## src/rtl/rc4_seq_ctrl.sv

```systemverilog
// Sequencer for an RC4 keystream job: S-box init sweep, parameter check,
// core enable, capture of num_bytes keystream bytes into a FWFT output FIFO.
module rc4_seq_ctrl #(
  parameter int unsigned FIFO_DEPTH = 4,
  parameter int unsigned SBOX_SIZE  = 256
) (
  input  logic        clk,
  input  logic        rst_n,
  input  logic        cmd_start,
  input  logic        abort,
  input  logic [31:0] key,
  input  logic [7:0]  key_length,
  input  logic [7:0]  num_bytes,
  output logic        init_wen,
  output logic [7:0]  init_addr,
  output logic [7:0]  init_wdata,
  output logic        core_start,
  output logic        core_hold,
  input  logic        core_ks_valid,
  input  logic [7:0]  core_ks_data,
  output logic [31:0] core_key,
  output logic [7:0]  core_key_length,
  output logic [7:0]  ks_data,
  output logic        ks_valid,
  input  logic        ks_ready,
  output logic        busy,
  output logic        done,
  output logic        err,
  output logic        ovf
);

  localparam int unsigned PTR_W = (FIFO_DEPTH > 1) ? $clog2(FIFO_DEPTH) : 1;
  localparam int unsigned OCC_W = PTR_W + 1;
  localparam logic [OCC_W-1:0] OCC_FULL  = OCC_W'(FIFO_DEPTH);
  localparam logic [OCC_W-1:0] OCC_HOLD  = OCC_W'(FIFO_DEPTH - 1);
  localparam logic [7:0]       INIT_LAST = 8'(SBOX_SIZE - 1);

  typedef enum logic [2:0] {
    S_IDLE,
    S_INIT,
    S_LOAD,
    S_RUN,
    S_DRAIN,
    S_DONE,
    S_ERR
  } state_t;

  state_t             state;
  logic [7:0]         num_bytes_q;
  logic [7:0]         cap_cnt;
  logic [7:0]         fifo_mem [FIFO_DEPTH];
  logic [PTR_W-1:0]   rd_ptr;
  logic [PTR_W-1:0]   wr_ptr;
  logic [OCC_W-1:0]   occ;

  logic               abort_hit;
  logic               fifo_empty;
  logic               fifo_full;
  logic               pop;
  logic               capture;
  logic               push_ok;
  logic               drop;
  logic [7:0]         cap_inc;

  // FIFO status and the handshake decisions for this cycle
  assign abort_hit  = abort && (state != S_IDLE);
  assign fifo_empty = (occ == '0);
  assign fifo_full  = (occ == OCC_FULL);
  assign ks_valid   = !fifo_empty;
  assign ks_data    = fifo_mem[rd_ptr];
  assign pop        = ks_valid && ks_ready;
  assign core_hold  = (occ >= OCC_HOLD) && !pop;

  // Bytes beyond num_bytes are ignored; a full FIFO without a pop drops the byte
  assign capture = (state == S_RUN) && core_ks_valid && (cap_cnt != num_bytes_q) && !abort_hit;
  assign push_ok = capture && (!fifo_full || pop);
  assign drop    = capture && fifo_full && !pop;
  assign cap_inc = 8'(cap_cnt + 8'd1);

  // Output FIFO storage and pointers; abort flushes it
  always_ff @(posedge clk or negedge rst_n) begin
    if (!rst_n) begin
      rd_ptr <= '0;
      wr_ptr <= '0;
      occ    <= '0;
      for (int unsigned i = 0; i < FIFO_DEPTH; i++) begin
        fifo_mem[i] <= '0;
      end
    end else if (abort_hit) begin
      rd_ptr <= '0;
      wr_ptr <= '0;
      occ    <= '0;
    end else begin
      if (push_ok) begin
        fifo_mem[wr_ptr] <= core_ks_data;
        wr_ptr           <= PTR_W'(wr_ptr + 1'b1);
      end
      if (pop) begin
        rd_ptr <= PTR_W'(rd_ptr + 1'b1);
      end
      case ({push_ok, pop})
        2'b10:   occ <= OCC_W'(occ + 1'b1);
        2'b01:   occ <= OCC_W'(occ - 1'b1);
        default: occ <= occ;
      endcase
    end
  end

  // Job sequencer with registered status and core-side outputs
  always_ff @(posedge clk or negedge rst_n) begin
    if (!rst_n) begin
      state           <= S_IDLE;
      num_bytes_q     <= '0;
      cap_cnt         <= '0;
      init_wen        <= 1'b0;
      init_addr       <= '0;
      init_wdata      <= '0;
      core_start      <= 1'b0;
      core_key        <= '0;
      core_key_length <= '0;
      busy            <= 1'b0;
      done            <= 1'b0;
      err             <= 1'b0;
      ovf             <= 1'b0;
    end else if (abort_hit) begin
      state      <= S_IDLE;
      cap_cnt    <= '0;
      init_wen   <= 1'b0;
      core_start <= 1'b0;
      busy       <= 1'b0;
      done       <= 1'b0;
      err        <= 1'b0;
    end else begin
      case (state)
        S_IDLE: begin
          if (cmd_start) begin
            state           <= S_INIT;
            core_key        <= key;
            core_key_length <= key_length;
            num_bytes_q     <= num_bytes;
            cap_cnt         <= '0;
            init_wen        <= 1'b1;
            init_addr       <= '0;
            init_wdata      <= '0;
            busy            <= 1'b1;
            ovf             <= 1'b0;
          end
        end
        S_INIT: begin
          if (init_addr == INIT_LAST) begin
            state    <= S_LOAD;
            init_wen <= 1'b0;
          end else begin
            init_addr  <= 8'(init_addr + 8'd1);
            init_wdata <= 8'(init_wdata + 8'd1);
          end
        end
        S_LOAD: begin
          if ((core_key_length == 8'd0) || (core_key_length > 8'd4) || (num_bytes_q == 8'd0)) begin
            state <= S_ERR;
            err   <= 1'b1;
          end else begin
            state      <= S_RUN;
            core_start <= 1'b1;
          end
        end
        S_RUN: begin
          if (push_ok) begin
            cap_cnt <= cap_inc;
          end
          if (drop) begin
            ovf <= 1'b1;
          end
          if ((push_ok && (cap_inc == num_bytes_q)) || (cap_cnt == num_bytes_q)) begin
            state      <= S_DRAIN;
            core_start <= 1'b0;
          end
        end
        S_DRAIN: begin
          if (fifo_empty) begin
            state <= S_DONE;
            done  <= 1'b1;
          end
        end
        S_DONE: begin
          state <= S_IDLE;
          done  <= 1'b0;
          busy  <= 1'b0;
        end
        S_ERR: begin
          state <= S_IDLE;
          err   <= 1'b0;
          busy  <= 1'b0;
        end
        default: begin
          state      <= S_IDLE;
          init_wen   <= 1'b0;
          core_start <= 1'b0;
          busy       <= 1'b0;
          done       <= 1'b0;
          err        <= 1'b0;
        end
      endcase
    end
  end

endmodule

```

## config.mk

```make
export PLATFORM = sky130hd
export DESIGN_NAME = rc4_seq_ctrl
export DESIGN_NICKNAME = d
export VERILOG_FILES = /design/src/rtl/rc4_seq_ctrl.sv
export SDC_FILE = /design/constraint.sdc
export NUM_CORES = 1
export LEC_CHECK = 0
export CORE_ASPECT_RATIO = 0.75
export CORE_UTILIZATION = 47
export CTS_BUF_LIST = sky130_fd_sc_hd__clkbuf_4 sky130_fd_sc_hd__clkbuf_8
export DETAILED_ROUTE_END_ITERATION = 10
export HOLD_SLACK_MARGIN = 0.15
export PLACE_DENSITY = 0.85
export SYNTH_ARGS = -nofsm -noshare
export SYNTH_HDL_FRONTEND = slang
export SYNTH_SLANG_ARGS = --single-unit
```

## constraint.sdc

```tcl
create_clock -name clk -period 2 [get_ports clk]
set_input_delay 0.3 -clock clk [delete_from_list [all_inputs] [get_ports clk]]
set_output_delay 0.3 -clock clk [all_outputs]
set_load 0.01 [all_outputs]
```

# [Yosys cells after proc, flatten, opt, wreduce, memory -nomap -nowiden]
# Cells that the tools add are included.
# Widths: inputs -> output; s select.
[totals] ff_bits=120 inputBits=62 out_inout_bits=72 word_cells=155
[classes] addsub=7 n_lt_le_gt_ge=5 n_eq_ne=28 mux=46 bitwise_logic=3 n_reduce_logical=46
[ops] cell="$mux 8" n=8
[ops] cell="$pmux 8 s2" n=3
[ops] cell="$bwmux 32" n=1
[ops] cell="$add 8x1->8 const B" n=3
[ops] cell="$mux 3" n=7
[ops] cell="$reduce_or 5->1" n=4
[ops] cell="$ne 3x3->1 const B" n=6
[ops] cell="$bmux 8 s2" n=1
[ops] cell="$demux 8 s2" n=1
[ops] cell="$eq 8x8->1" n=2
[ops] cell="$logic_not 8->1" n=2
[ops] cell="$pmux 3 s5" n=1
[ops] cell="$mux 1" n=13
[ops] cell="$eq 3x3->1 const B" n=4
[ops] cell="$reduce_and 3->1" n=4
[ops] cell="$reduce_and 4->1" n=3
[ops] cell="$logic_and 1x1->1" n=11
[ops] cell="$ne 2x1->1 const B" n=5
[ops] cell="$reduce_bool 3->1" n=3
[ops] cell="$eq 8x8->1 const B" n=1
[ops] cell="$gt 8x3->1 const B" n=1
[ops] cell="$mux 2" n=4
[ops] cell="$ne 8x8->1" n=1
[ops] cell="$pmux 1 s2" n=4
[ops] cell="other kinds (22)" n=42

# [Depth between registers and ports, before layout]
[logic_depth] word_depth=10 ltp_mapped=9 ltp_nobuf=8

# [Worst setup path before layout]
# No wires, ideal clock.
[synth_path] path_type="register to register" startpoint="register cap_cnt[0]" endpoint="register state[0]" setup_ns=0.141 arrival_time_ns=1.958 required_time_ns=1.859 setup_slack_ns=-0.099 path_stages_with_launch=7 path_buffers=0 synth_period_minus_slack_ns=2.099 cell_sequence="dfrtp_1 -> ha_1 -> xor2_1 -> or3_1 -> or4_4 -> o21ai_4 -> a31oi_1"
[synth_via] elab_chain_cells=8 elab_cells_between_ends=11 classes_between="1 x add/sub; 4 x eq/ne; 6 x reduce/logical"
[synth_rtl] element="start: declaration" line_no="50" source="logic [7:0] cap_cnt;"
[synth_rtl] element="start signal: assignment" line_no="169" source="cap_cnt <= cap_inc;"
[synth_rtl] element="parallel branches: the longest is 5 deep, another holds $add 8x1->8"
[synth_rtl] element="$logic_or 1x1->1 *" line_no="174" source="if ((push_ok && (cap_inc == num_bytes_q)) || (cap_cnt == num_bytes_q)) begin"
[synth_rtl] element="$ne 3x2->1 (no line) *"
[synth_rtl] element="$reduce_and 4->1 (no line) *"
[synth_rtl] element="end signal: assignment" line_no="175" source="state <= S_DRAIN;"
[synth_rtl] element="end signal: assignment" line_no="181" source="state <= S_DONE;"
[synth_rtl] element="end signal: assignment" line_no="186" source="state <= S_IDLE;"
[synth_rtl] element="end: declaration" line_no="48" source="state_t state;"
# Every way passes the cells marked *.
# A chain may end at the register's enable or synchronous reset.

# [Final worst setup path]
[layout_path] startpoint="register cap_cnt[1]" endpoint="register occ[1]"
[layout_via] elab_chain_cells=7 elab_cells_between_ends=9 classes_between="3 x eq/ne; 2 x mux; 4 x reduce/logical"
[layout_rtl] element="$ne 8x8->1 *" line_no="75" source="assign capture = (state == S_RUN) && core_ks_valid && (cap_cnt != num_bytes_q) && !abort_hit;"
[layout_rtl] element="$logic_and 1x1->1 * (2 in series)" line_no="75"
[layout_rtl] element="$logic_and 1x1->1 *" line_no="76" source="assign push_ok = capture && (!fifo_full || pop);"
[layout_rtl] element="$eq 2x1->1 / $eq 2x2->1 (equally long branches)" line_no="101" source="case ({push_ok, pop})"
[layout_rtl] element="$pmux 3 s2" line_no="101"
[layout_rtl] element="$mux 3" line_no="89" source="end else if (abort_hit) begin"
[layout_rtl] element="end signal: assignment" line_no="102" source="2'b10: occ <= OCC_W'(occ + 1'b1);"
[layout_rtl] element="end signal: assignment" line_no="103" source="2'b01: occ <= OCC_W'(occ - 1'b1);"
[layout_rtl] element="end: declaration" line_no="54" source="logic [OCC_W-1:0] occ;"
# Mark *: on every way between the ends. The rest lies on a longest branch, timed or not.

==> results.sh <==
export IMPL_status="finished with violations"
export IMPL_violations="negative setup slack"
export IMPL_post_route_period_util_pct=100
export IMPL_slew_viol_final=0
export IMPL_root_buffer="clkbuf_8"
export IMPL_synth_nets=641
export IMPL_diodes=0
export IMPL_synth_area_leaders="dfrtp_1 53%, nand2_1 12%, mux2_2 5.5%, mux4_2 3.2%, nor2_1 2.5%"
export IMPL_worst_slack_ns=-0.00911
export IMPL_gp_congestion=0.853
export IMPL_portBuffers=133
export IMPL_synth_top_family_by_area="simple AND/OR/NAND/NOR gates"
export IMPL_synth_compound_area_share_pct=7.21
export IMPL_antenna_found_initial=0
export IMPL_syn2layout_area_growth_pct=41.8
export IMPL_cp_slowest_cell="fa_2"
export IMPL_wl_mm=14.6
export IMPL_cts_buffer_depth=2
export IMPL_h_tree_depth=4
export IMPL_yosysUniqueCellTypes=55
export IMPL_cp_required_ns=2.32
export IMPL_synth_edff_count=0
export IMPL_total_power_mw=10.4
export IMPL_r2r_start="cap_cnt[1]"
export IMPL_critical_path_arrival_ns=2.33
export IMPL_ys_ff_latch=120
export IMPL_chipWidth_um=129
export IMPL_drt_iter0_drc=328
export IMPL_fp_dieH_um=97.3
export IMPL_cap_violations=0
export IMPL_r2r_end="occ[1]"
export IMPL_fmax_mhz=498
export IMPL_power_density_mw_per_mm2=1290
export IMPL_fin_setup_tns_ns=-0.0120
export IMPL_synth_area_mm2=0.00569
export IMPL_async_flop_share_pct=100
export IMPL_criticalPathCategory="flop to flop"
export IMPL_final_hold_viol_count=0
export IMPL_synth_xor_xnor_area_share_pct=4.31
export IMPL_rrSetupSlack_ns=-0.009
export IMPL_setup_viol=2
export IMPL_slew_headroom_pct=59.3
export IMPL_num_fill_cells=804
export IMPL_viasPerCell=5.24
export IMPL_rr_worst_depth=8
export IMPL_hpwl_mm=10.2
export IMPL_cts_sinks=120
export IMPL_num_io_pins=134
export IMPL_grt_max_degree=114
export IMPL_crit_path_max_fanout=6
export IMPL_grt_pass1_vias=4952
export IMPL_wl_per_cell_um=15.9
export IMPL_whs_ns=0.224
export IMPL_syn_inst=571
export IMPL_rows=34
export IMPL_crit_family="adder cells"
export IMPL_drive_gt1_share_pct=20.7
export IMPL_rsz0062_at_grt="true"
export IMPL_leakage_nw=3.79
export IMPL_worst_pin_slew_ns=0.611
export IMPL_grt_pass1_wl_mm=24.1
export IMPL_final_antenna_net_count=0
export IMPL_clk_pin_slew_ns=0.07
export IMPL_cts_tree="done"
export IMPL_coreArea_mm2=0.0117
export IMPL_synth_top_area_share_pct=52.8
export IMPL_peakVddDrop_mv=0.731
export IMPL_hold_path_class="input port to async pin"
export IMPL_max_stage_delay_ns=0.43
export IMPL_avgSynthCellArea_um2=9.96
export IMPL_synthFlopType="dfrtp_1"
export IMPL_dr_total_vias=4830
export IMPL_crit_path_cell_trace="buf_6 -> xnor2_2 -> nand4_1 -> o21a_1 -> nor2_2 -> fa_2 -> mux2i_1 -> nor2_1"
export IMPL_drcViolationCount=0
export IMPL_cp_start_kind="flop"
export IMPL_fin_skew_ns=0.0115
export IMPL_start_util_pct=48.6
export IMPL_yosysWarnings=0
export IMPL_grt_use_total_pct=24.7
export IMPL_synth_fa_ha_area_share_pct=1.89
export IMPL_cts_made_buffers=17
export IMPL_yosysSeqAreaShare_pct=52.8
export IMPL_nNetsFinal=817
export IMPL_synth_top_area_cell="dfrtp_1"
export IMPL_critPathBufInv=1
export IMPL_synthMuxAreaShare_pct=10.0
export IMPL_die_area_mm2=0.0126
export IMPL_overflow=0
export IMPL_dr_pass1_iters=5
export IMPL_end_kind="flop"
export IMPL_insertion_delay_ns=0.44
export IMPL_fin_crit_ns=2.01
export IMPL_yosys_area_share_simple_pct=21.2
-- layout by cell type (no fill, tap or decap), drive strengths merged, types with 3 or more instances in the layout --
| cell | instances |
|---|---|
| buf | 61 |
| nor2b | 4 |
| xor2 | 12 |
| a31oi | 3 |
| ha | 7 |
| clkinv | 9 |
| and2 | 3 |
| inv | 6 |
| o31ai | 5 |
| xnor2 | 16 |
| a21oi | 9 |
| mux4 | 8 |
| o21ai | 24 |
| or3 | 7 |
| bufinv | 3 |
| clkdlybuf4s50 | 122 |
| and3 | 3 |
| nor3 | 12 |
| a22o | 4 |
| nand3 | 15 |
| dfrtp | 120 |
| clkbuf | 17 |
| nor2 | 38 |
| nand2 | 176 |
| mux2i | 3 |
| mux2 | 32 |
| nand4 | 8 |
-- synthesized netlist by cell type (2+ instances only) --
library cell	count
a21oi_1	9
a22o_1	4
a31oi_1	3
and2_1	3
and3_1	3
buf_1	4
buf_2	5
clkbuf_1	18
dfrtp_1	120
ha_1	7
inv_1	5
mux2_1	4
mux2_2	28
mux2i_1	3
mux4_2	8
nand2_1	176
nand3_1	15
nand4_1	8
nor2_1	38
nor2b_1	4
nor3_1	12
nor4_1	2
o211ai_1	2
o21a_1	2
o21ai_0	21
o21ai_1	2
o31ai_1	5
or3_1	7
xnor2_1	16
xor2_1	12
-- what timing repair did --
item                       in CTS  in global routing
pin swaps                       2                  2
setup endpoints to repair      16                 54
hold endpoints to repair      120                  0
hold buffers                    1                  0
resized for setup              47                  9
setup buffers                   2                  2
-- where the power goes --
| group | switching (mW) | leakage [nW] | internal (mW) |
|---|---|---|---|
| logic | 2.15 | 2.01 | 2.28 |
| clock network | 1.04 | 0.206 | 1.23 |
| registers | 0.587 | 1.57 | 3.16 |
-- layer usage --
layer  up-vias  wire (µm)  track usage (%)
met3        20       1190             8.31
li1       2281          -                -
met1      2351       6130             30.6
met5         -          0                0
met4         0        263             7.96
met2       178       7040             40.6
-- final cells by class --
type	instances	area [µm²]	area share, %
clock buffer	17	234	2.90
inverter	5	18.8	0.233
tap	162	203	2.51
sequential	120	3010	37.3
clock inverter	15	178	2.20
multi-input combinational	417	2650	32.8
timing repair buffer	186	1780	22.1
-- state kept, by name (all words and copies together), names as in the netlist, 3 cells and up --
register,flops
cap_cnt,8
core_key,32
core_key_length,8
fifo_mem,32
init_addr,8
init_wdata,8
num_bytes_q,8
occ,3
state,3
-- worst max path at each step --
| stage | startpoint | endpoint | slack (ns) | cells past startpoint |
|---|---|---|---|---|
| after CTS | cap_cnt[2] | occ[1] | -0.03 | 7 |
| after global routing | cap_cnt[1] | occ[1] | -0.12 | 8 |
| final | cap_cnt[1] | occ[1] | -0.009 | 8 |
| after floorplan | cap_cnt[1] | state[0] | -0.04 | 8 |
| after global placement | ks_ready | state[0] | -0.42 | 8 |
| after detailed placement | ks_ready | state[0] | -0.45 | 8 |
-- metrics by stage --
step | std cells | setup slack [ns] | utilization (%) | instance area [µm²]
2_1_floorplan | 571 | -0.0446 | - | 5710
3_3_place_gp | 886 | -0.422 | 64.7 | 7560
3_5_place_dp | 886 | -0.453 | 64.7 | 7560
4_1_cts | 920 | -0.0302 | 68.4 | 8010
5_1_grt | 922 | -0.122 | 69.0 | 8070
6_report | 922 | -0.00911 | 69.0 | 8070
-- logic make-up after synthesis --
kind of cell | count (synthesis)
simple gates | 277
fa+ha+maj | 8
buf+inv | 34
flops | 120
mux | 43
xor+xnor | 28
compound gates | 61
No activity file was read; power rests on OpenSTA's default activity.
